[config.mk]
export PLATFORM = sky130hd
export DESIGN_NAME = traffic_ctrl_array
export DESIGN_NICKNAME = d
export VERILOG_FILES = /design/src/rtl/traffic_ctrl_array.sv
export SDC_FILE = /design/constraint.sdc
export NUM_CORES = 1
export LEC_CHECK = 0
export CAP_MARGIN = 20
export CELL_PAD_IN_SITES_DETAIL_PLACEMENT = 1
export CELL_PAD_IN_SITES_GLOBAL_PLACEMENT = 2
export CORE_ASPECT_RATIO = 1.1
export CORE_MARGIN = 2
export CORE_UTILIZATION = 39
export CTS_CLUSTER_DIAMETER = 100
export DETAILED_ROUTE_END_ITERATION = 8
export PLACE_DENSITY = 0.93
export SETUP_SLACK_MARGIN = 0.05
export SLEW_MARGIN = 20
export SYNTH_ARGS = -nofsm -noshare
export SYNTH_HDL_FRONTEND = slang
export SYNTH_SLANG_ARGS = --single-unit
[constraint.sdc]
create_clock -name clk -period 6.5 [get_ports clk]
set_input_delay 0.975 -clock clk [delete_from_list [all_inputs] [get_ports clk]]
set_output_delay 0.975 -clock clk [all_outputs]
set_load 0.02 [all_outputs]
[src/rtl/traffic_ctrl_array.sv]
// traffic_ctrl_array: N-channel traffic-light controller with a global
// IDLE/RUN/PAUSE mode, per-channel programmable green/red durations and a
// fixed yellow phase, all advanced by a one-cycle timebase tick.
module traffic_ctrl_array #(
    parameter int unsigned N_CH      = 4,
    parameter int unsigned SEL_W     = 2,
    parameter int unsigned TIME_W    = 4,
    parameter int unsigned DEF_GREEN = 5,
    parameter int unsigned DEF_RED   = 5,
    parameter int unsigned YEL_TIME  = 2
) (
    input  logic                clk,
    input  logic                rst,
    input  logic                tick,
    input  logic                go,
    input  logic                stop,
    input  logic                cfg_we,
    input  logic [SEL_W-1:0]    cfg_ch,
    input  logic                cfg_color,
    input  logic [TIME_W-1:0]   cfg_time,
    input  logic                cfg_start,
    input  logic [SEL_W-1:0]    mon_ch,
    output logic [2*N_CH-1:0]   lights,
    output logic                running,
    output logic                paused,
    output logic [TIME_W-1:0]   mon_remain
);

    typedef enum logic [1:0] {
        MODE_IDLE  = 2'd0,
        MODE_RUN   = 2'd1,
        MODE_PAUSE = 2'd2
    } mode_t;

    localparam logic [1:0]        LT_RED    = 2'b00;
    localparam logic [1:0]        LT_GREEN  = 2'b01;
    localparam logic [1:0]        LT_YEL    = 2'b10;
    localparam logic [TIME_W-1:0] RST_GREEN = TIME_W'(DEF_GREEN);
    localparam logic [TIME_W-1:0] RST_RED   = TIME_W'(DEF_RED);
    localparam logic [TIME_W-1:0] YEL_DUR   = TIME_W'(YEL_TIME);
    localparam bit                HAS_YEL   = (YEL_TIME != 0);

    mode_t             mode;
    mode_t             mode_next;

    logic              do_clear;
    logic              do_load;
    logic              do_step;
    logic              running_d;
    logic              paused_d;

    logic [TIME_W-1:0] green_dur [N_CH];
    logic [TIME_W-1:0] red_dur   [N_CH];
    logic [N_CH-1:0]   start_red;
    logic [TIME_W-1:0] remain    [N_CH];

    logic [1:0]        phase_d   [N_CH];
    logic [TIME_W-1:0] remain_d  [N_CH];
    logic [TIME_W-1:0] mon_d;
    logic [TIME_W-1:0] cfg_val;

    // Global mode register.
    always_ff @(posedge clk) begin
        if (rst) begin
            mode <= MODE_IDLE;
        end else begin
            mode <= mode_next;
        end
    end

    // Global next-mode: stop overrides go; go toggles RUN/PAUSE.
    always_comb begin
        mode_next = mode;
        if (stop) begin
            mode_next = MODE_IDLE;
        end else if (go) begin
            case (mode)
                MODE_IDLE:  mode_next = MODE_RUN;
                MODE_RUN:   mode_next = MODE_PAUSE;
                MODE_PAUSE: mode_next = MODE_RUN;
                default:    mode_next = MODE_IDLE;
            endcase
        end
    end

    // Mode-derived channel controls; a tick during any go/stop is dropped.
    always_comb begin
        do_clear  = stop;
        do_load   = (mode == MODE_IDLE) && go && !stop;
        do_step   = (mode == MODE_RUN) && tick && !go && !stop;
        running_d = (mode_next == MODE_RUN);
        paused_d  = (mode_next == MODE_PAUSE);
    end

    // Per-channel next phase/remain; loads read the stored (pre-write) config.
    always_comb begin
        for (int unsigned i = 0; i < N_CH; i++) begin
            phase_d[i]  = lights[2*i +: 2];
            remain_d[i] = remain[i];
            if (do_clear) begin
                phase_d[i]  = LT_RED;
                remain_d[i] = '0;
            end else if (do_load) begin
                if (start_red[i]) begin
                    phase_d[i]  = LT_RED;
                    remain_d[i] = red_dur[i];
                end else begin
                    phase_d[i]  = LT_GREEN;
                    remain_d[i] = green_dur[i];
                end
            end else if (do_step) begin
                if (remain[i] > TIME_W'(1)) begin
                    remain_d[i] = remain[i] - TIME_W'(1);
                end else begin
                    case (lights[2*i +: 2])
                        LT_GREEN: begin
                            if (HAS_YEL) begin
                                phase_d[i]  = LT_YEL;
                                remain_d[i] = YEL_DUR;
                            end else begin
                                phase_d[i]  = LT_RED;
                                remain_d[i] = red_dur[i];
                            end
                        end
                        LT_YEL: begin
                            phase_d[i]  = LT_RED;
                            remain_d[i] = red_dur[i];
                        end
                        default: begin
                            phase_d[i]  = LT_GREEN;
                            remain_d[i] = green_dur[i];
                        end
                    endcase
                end
            end
        end
    end

    // Monitor mux; unmatched selects (>= N_CH) read as zero.
    always_comb begin
        mon_d = '0;
        for (int unsigned i = 0; i < N_CH; i++) begin
            if (mon_ch == SEL_W'(i)) begin
                mon_d = remain_d[i];
            end
        end
    end

    // A zero duration is stored as one tick.
    always_comb begin
        cfg_val = (cfg_time == '0) ? TIME_W'(1) : cfg_time;
    end

    // Channel configuration storage.
    always_ff @(posedge clk) begin
        if (rst) begin
            for (int unsigned i = 0; i < N_CH; i++) begin
                green_dur[i] <= RST_GREEN;
                red_dur[i]   <= RST_RED;
            end
            start_red <= '0;
        end else if (cfg_we) begin
            for (int unsigned i = 0; i < N_CH; i++) begin
                if (cfg_ch == SEL_W'(i)) begin
                    if (cfg_color) begin
                        red_dur[i] <= cfg_val;
                    end else begin
                        green_dur[i] <= cfg_val;
                    end
                    start_red[i] <= cfg_start;
                end
            end
        end
    end

    // Channel state and registered outputs.
    always_ff @(posedge clk) begin
        if (rst) begin
            lights     <= '0;
            running    <= 1'b0;
            paused     <= 1'b0;
            mon_remain <= '0;
            for (int unsigned i = 0; i < N_CH; i++) begin
                remain[i] <= '0;
            end
        end else begin
            for (int unsigned i = 0; i < N_CH; i++) begin
                lights[2*i +: 2] <= phase_d[i];
                remain[i]        <= remain_d[i];
            end
            running    <= running_d;
            paused     <= paused_d;
            mon_remain <= mon_d;
        end
    end

endmodule
==> metrics.md, run 1 <==
| Metric | Value |
|---|---|
| Ratio of total power to cell area | 229 nW/um2 |
| Total inserted antenna cells | 0 |
| Final Max Tran Viols | 0 |
| Fraction of registers with async set/reset | 0% |
| Design internal power | 748 uW |
| Area of the multi-input gates | 1980 um2 |
| Area inside the core boundary | 9440 um2 |
| Least-Margin Pin Slew | 1.01 ns |
| Cell accounting for the most synthesized area | sky130_fd_sc_hd__edfxtp_1 |
| Clock sinks | 68 |
| Most common cell after layout, fill and taps aside | sky130_fd_sc_hd__nand2_1 |
| Total area of sequential cells | 1680 um2 |
| Boundary Pins | 30 |
| Die footprint | 10600 um2 |
| Sum of buffers and inverters on the critical path | 1 |
| Detailed Place HPWL | 7.35 mm |
| Placement Rows | 37 |
| Leakage power of the design | 1.52 nW |
| Setup-violating endpoint count in the final report | 0 |
| Final cell area excluding filler cells | 4400 um2 |
| Outcome | completed |
| Net Switching | 260 uW |
| Clock tree from TritonCTS | yes |
| Via-to-Cell Ratio | 5.59 |
| Sequence of cells on the critical path | clkdlybuf4s50_1 -> or4b_1 -> o21ai_2 -> o21ai_0 -> a211oi_1 -> a311oi_1 -> nor3_1 |
| Net count after synthesis | 452 |
| Clock buffer depth | 2 |
| Commonest cells after routing, fill and taps aside | sky130_fd_sc_hd__nand2_1 (41), sky130_fd_sc_hd__dfxtp_1 (36), sky130_fd_sc_hd__edfxtp_1 (32) |
| Leading post-synthesis cells by cell area | sky130_fd_sc_hd__edfxtp_1 (25%), sky130_fd_sc_hd__dfxtp_1 (19%), sky130_fd_sc_hd__ha_1 (5.2%), sky130_fd_sc_hd__mux2i_1 (5.2%), sky130_fd_sc_hd__nand2_1 (4.0%) |
| Worst min-delay path category | reg2reg |
| Pin count of the biggest net entering global routing | 29 |
| Switching power share of the total | 25.8% |
| Quantity of gates resized following cts | 0 |
| Growth of design area from synthesis to finish | 14.9% |
| Share of the synthesized area in the top cell type | 25.1% |
| Number of buffers inserted during clock tree synthesis | 9 |
| Largest delay share family, worst path | simple AND/OR/NAND/NOR gates |
| Unrepaired setup endpoints after global routing | false |
| Max rail drop VDD | 85.1 uV |
| CTS H-tree lvls | 3 |
| Distinct cells, synth | 52 |
| Total of hold buffers inserted after clock tree synthesis | 0 |
| Clock-pin slew reported for the worst setup and hold paths after clock tree synthesis | 0.07 ns |
| Initial core utilization | 40.6% |
| Most used flip-flop cell after synthesis | sky130_fd_sc_hd__dfxtp_1 |
| Critical path's largest stage delay | 0.92 ns |
| Worst path slowest cell | sky130_fd_sc_hd__or4b_1 |
| Post-synth design cell area | 3830 um2 |
| Simple logic cell fraction of the synthesized area | 21.5% |
| Number of global-route vias before repair | 3194 |
| RD Place Congestion | 0.840 |
| Die height | 108 um |
| Cell count after synthesis | 420 |
| Final hold violation count | 0 |
| Achievable frequency | 294 MHz |
| First-pass DRT Iterations | 4 |
| Kind of launch point of the worst setup path | input port |
| Worst relative slew slack | 32.4% |
| Largest family of logic cells by synthesized area | simple AND/OR/NAND/NOR gates |
| CTS Root Cell | sky130_fd_sc_hd__clkbuf_8 |
| Type of destination of the critical path | flop |
| ANT nets after route | 0 |
| Sequential share of power | 48.3% |
| Share of synthesized area spent on multiplexers | 6.69% |
| Crit share post-route | 52.3% |
| Post-layout net count | 469 |
| Clock period minus worst slack | 3.40 ns |
| Synthesized-area fraction occupied by ao, oa, aoi and oai cells | 17.3% |
| Synth Register Bits | 68 |
| Max Cap Violations | 0 |
| Xor and xnor area share after synthesis | 0.914% |
| Critical Setup Path Class | in2reg |
| Crit path DAT | 3.67 ns |
| Total global routing overflow | 0 |
| Routed vias | 3125 |
| Data required time of the critical path | 6.77 ns |
| Clock skew after layout | 0.00736 ns |
| Synthesis Warnings | 0 |
| Proportion of synthesized chip area in sequential cells | 43.9% |
| Number of DRC violations after detailed routing | 0 |
| Count of buffers added by post-CTS timing repair for setup | 0 |
| Combinational power share | 13.2% |
| Post-DR wirelength/cell | 17.9 um |
| Synthesized area per cell | 9.13 um2 |
| Number of antenna violations at the first check in global routing | 0 |
| Maximum fanout along the worst path | 18 |
| Wire length after detailed routing | 10.0 mm |
| Placed cell area | 4190 um2 |
| Layout cell share with drive strength beyond 1 | 6.33% |
| Clock share of power | 38.5% |
| First-pass GRT wire length | 16.4 mm |
| Post-Route Setup TNS | 0 ns |
| GRT Overall Usage | 19.6% |
| Die width | 98.5 um |
| Synth Area in Adders | 5.22% |
| Count of routing violations after the opening detailed-route iteration | 162 |
| Number of fill cells | 1112 |
| Count of port buffers added during placement | 29 |
| Clock Latency Late Sink | 0.35 ns |
| Number of synthesized flops with an enable pin | 32 |
-- layer usage --
metal	track usage [%]	vias to the layer above	routed length, um
met4	8.22	0	206
met3	3.56	17	336
met5	0	-	0
li1	-	1546	-
met1	26.7	1494	4920
met2	30.9	68	4530
-- path summary, 6_finish.rpt --
path | startpoint | endpoint | slack (ns) | cells after the start
hold reg to reg | lights[1] | lights[1] | 0.53 | 2
setup / recovery | stop | mon_remain[3] | 3.10 | 7
setup reg to reg | remain[2][0] | mon_remain[0] | 3.93 | 8
hold / removal | lights[1] | lights[1] | 0.53 | 2
-- per-stage QoR --
| stage | setup slack [ns] | util (%) | cells | power (mW) | hold WS (ns) |
|---|---|---|---|---|---|
| after floorplan | 3.91 | - | 420 | 0.579 | 0.499 |
| final | 3.10 | 46.6 | 559 | 1.01 | 0.528 |
| after detailed placement | 2.79 | 44.3 | 543 | 0.629 | 0.511 |
| after global routing | 2.96 | 46.6 | 559 | 1.05 | 0.562 |
| after global placement | 2.90 | 44.3 | 543 | 0.624 | 0.516 |
| after CTS | 3.15 | 46.6 | 559 | 1.02 | 0.526 |
-- cells by family after synthesis --
logic type | count (synthesis)
muxes | 25
adders and majority gates | 16
and+or+nand+nor | 161
AOI/OAI and AO/OA | 102
xor gates and xnor gates | 4
DFF | 68
buffers and inverters | 44
-- synthesized netlist by cell type (all sizes together) (6+ instances only) --
| cell type | n |
|---|---|
| inv | 19 |
| ha | 16 |
| nor3 | 15 |
| buf | 10 |
| clkbuf | 15 |
| o21bai | 8 |
| edfxtp | 32 |
| nor2 | 32 |
| dfxtp | 36 |
| mux2i | 20 |
| and2 | 17 |
| nand3b | 7 |
| and3 | 6 |
| nand2b | 9 |
| a211oi | 16 |
| nor2b | 8 |
| nand3 | 11 |
| o21ai | 20 |
| nand2 | 41 |
| a21oi | 27 |
-- sequential cells by signal (all words and copies together), names as in the netlist --
| name | flops |
|---|---|
| start_red | 4 |
| green_dur | 16 |
| remain | 16 |
| paused | 1 |
| red_dur | 16 |
| mon_remain | 4 |
| mode | 2 |
| running | 1 |
| lights | 8 |
-- layout make-up --
cell class / count / area share, %
clock buffer: 11 / 3.21
clock inverter: 5 / 1.70
inverter: 19 / 1.62
multi-input combinational: 308 / 45.0
sequential: 68 / 38.2
tap: 117 / 3.32
timing repair buffer: 31 / 6.93
-- power by group through the flow --
stage / Clock [mW] / Sequential [mW] / Combinational [mW]
after floorplan: 0 / 0.492 / 0.0869
after global placement: 0 / 0.495 / 0.129
after detailed placement: 0 / 0.496 / 0.132
after CTS: 0.396 / 0.487 / 0.133
after global routing: 0.413 / 0.489 / 0.146
final: 0.388 / 0.487 / 0.133
-- worst min-delay path: cells and delay by family (launching register included) --
kind               cells  cell delay [ns]
DFF                    1             0.35
and+or+nand+nor        1             0.08
AOI/OAI and AO/OA      1             0.06
Note: power is estimated with default switching activity, not from simulation.
==> run 2: changes to the inputs <==
--- a/config.mk
+++ b/config.mk
@@ -10,10 +10,10 @@
 export CELL_PAD_IN_SITES_GLOBAL_PLACEMENT = 2
 export CORE_ASPECT_RATIO = 1.1
 export CORE_MARGIN = 2
-export CORE_UTILIZATION = 39
+export CORE_UTILIZATION = 37
 export CTS_CLUSTER_DIAMETER = 100
 export DETAILED_ROUTE_END_ITERATION = 8
-export PLACE_DENSITY = 0.93
+export PLACE_DENSITY = 0.89
 export SETUP_SLACK_MARGIN = 0.05
 export SLEW_MARGIN = 20
 export SYNTH_ARGS = -nofsm -noshare
==> constraint.sdc (replaced) <==
create_clock -name clk -period 3.4 [get_ports clk]
set_input_delay 0.51 -clock clk [delete_from_list [all_inputs] [get_ports clk]]
set_output_delay 0.51 -clock clk [all_outputs]
set_load 0.02 [all_outputs]
==> metrics.md, run 2 (same netlist as run 1, synthesis figures left out) <==
| Metric | Value |
|---|---|
| Outcome | completed |
| Setup-violating endpoint count in the final report | 0 |
| Die footprint | 11200 um2 |
| Least-Margin Pin Slew | 0.681 ns |
| Number of fill cells | 1152 |
| GRT Overall Usage | 20.5% |
| Routed vias | 3194 |
| Final hold violation count | 0 |
| Unrepaired setup endpoints after global routing | false |
| Final Total Pwr | 2.05 mW |
| Growth of design area from synthesis to finish | 17.0% |
| Clock-pin slew reported for the worst setup and hold paths after clock tree synthesis | 0.08 ns |
| Placement Rows | 38 |
| Most common cell after layout, fill and taps aside | sky130_fd_sc_hd__nand2_1 |
| Critical Setup Path Class | in2reg |
| Worst min-delay path category | reg2reg |
| Ratio of total power to cell area | 456 nW/um2 |
| Sequence of cells on the critical path | clkdlybuf4s50_1 -> or3b_4 -> or2_1 -> a2111oi_2 -> or3_1 -> nor4_1 -> o32a_1 |
| Via-to-Cell Ratio | 5.62 |
| Die height | 111 um |
| Maximum fanout along the worst path | 11 |
| Number of antenna violations at the first check in global routing | 0 |
| Post-layout net count | 475 |
| Layout cell share with drive strength beyond 1 | 8.26% |
| Clock buffer depth | 2 |
| CTS Root Cell | sky130_fd_sc_hd__clkbuf_8 |
| Top Registers | green_dur x16, red_dur x16, remain x16 |
| Clock Latency Late Sink | 0.36 ns |
| Count of buffers added by post-CTS timing repair for setup | 0 |
| Type of destination of the critical path | flop |
| Total inserted antenna cells | 0 |
| Number of global-route vias before repair | 3402 |
| Final Max Tran Viols | 0 |
| Pin count of the biggest net entering global routing | 26 |
| WHS | 0.521 ns |
| Total global routing overflow | 0 |
| Clock skew after layout | 0.00558 ns |
| Crit path DAT | 2.90 ns |
| Post-Route Setup TNS | 0 ns |
| Worst path slowest cell | sky130_fd_sc_hd__clkdlybuf4s50_1 |
| Quantity of gates resized following cts | 0 |
| Clock sinks | 68 |
| Initial core utilization | 38.4% |
| Wire length after detailed routing | 10.9 mm |
| Kind of launch point of the worst setup path | input port |
| First-pass GRT wire length | 17.6 mm |
| Area inside the core boundary | 9980 um2 |
| Die width | 101 um |
| Clock period minus worst slack | 2.65 ns |
| Data required time of the critical path | 3.65 ns |
| Count of port buffers added during placement | 29 |
| Leakage power of the design | 1.57 nW |
| Count of routing violations after the opening detailed-route iteration | 148 |
| Total of hold buffers inserted after clock tree synthesis | 0 |
| CTS H-tree lvls | 3 |
| Max rail drop VDD | 163 uV |
| Post-DR wirelength/cell | 19.2 um |
| Critical path's largest stage delay | 0.52 ns |
| ANT nets after route | 0 |
| Achievable frequency | 378 MHz |
| Crit share post-route | 77.9% |
| Detailed Place HPWL | 7.79 mm |
| Clock tree from TritonCTS | yes |
| Largest delay share family, worst path | simple AND/OR/NAND/NOR gates |
| RD Place Congestion | 0.838 |
| Number of buffers inserted during clock tree synthesis | 9 |
| Boundary Pins | 30 |
| Worst relative slew slack | 54.4% |
| Max Cap Violations | 0 |
| Sum of buffers and inverters on the critical path | 1 |
| First-pass DRT Iterations | 4 |
| Number of DRC violations after detailed routing | 0 |
| Commonest cells after routing, fill and taps aside | sky130_fd_sc_hd__nand2_1 (41), sky130_fd_sc_hd__dfxtp_1 (36), sky130_fd_sc_hd__edfxtp_1 (32) |
==> run 2: cell type report <==
| cell class | instances | area (um2) | area share (%) |
|---|---|---|---|
| multi-input cells | 308 | 1980 | 44.2 |
| well taps | 120 | 150 | 3.35 |
| flip-flops and latches | 68 | 1680 | 37.5 |
| clock inverters | 6 | 111 | 2.48 |
| clock buffers | 10 | 138 | 3.07 |
| inverters | 19 | 71.3 | 1.59 |
| repair buffers | 37 | 350 | 7.81 |
==> run 2: final timing paths <==
check / from / to / slack (ns) / depth (start not counted)
min: lights[3] / lights[3] / 0.52 / 2
min reg2reg: lights[3] / lights[3] / 0.52 / 2
max: go / mon_remain[0] / 0.75 / 7
max reg2reg: mode[0] / mon_remain[0] / 1.00 / 6
==> run 2: report_power, final <==
part | leakage, nW | internal [mW] | total (mW) | switching, mW
combinational | 0.842 | 0.108 | 0.264 | 0.156
clock | 0.122 | 0.507 | 0.849 | 0.342
sequential | 0.607 | 0.898 | 0.933 | 0.0350
total | 1.57 | 1.51 | 2.05 | 0.533
==> run 2: metal layers <==
metal / part of all wire [%] / GRT usage (%) / vias up
met5: 0 / 0 / -
met4: 1.8 / 7.66 / 0
met3: 2.7 / 4.41 / 14
met2: 50 / 34.9 / 47
met1: 46 / 25.0 / 1576
li1: - / - / 1557
==> run 2: per-stage QoR <==
stage	instance area (um2)	std cells	setup WS, ns	util [%]
6_report	4490	568	0.752	44.9
5_1_grt	4490	568	0.629	44.9
4_1_cts	4490	568	0.757	44.9
3_5_place_dp	4240	552	0.377	42.4
3_3_place_gp	4240	552	0.452	42.4
2_1_floorplan	3830	420	1.28	-
==> run 2: tightest hold or removal path, cell delays in order, from the launching register on <==
cell and delay (ns):
sky130_fd_sc_hd__dfxtp_1 0.35, sky130_fd_sc_hd__nand3_1 0.08, sky130_fd_sc_hd__a21oi_1 0.06
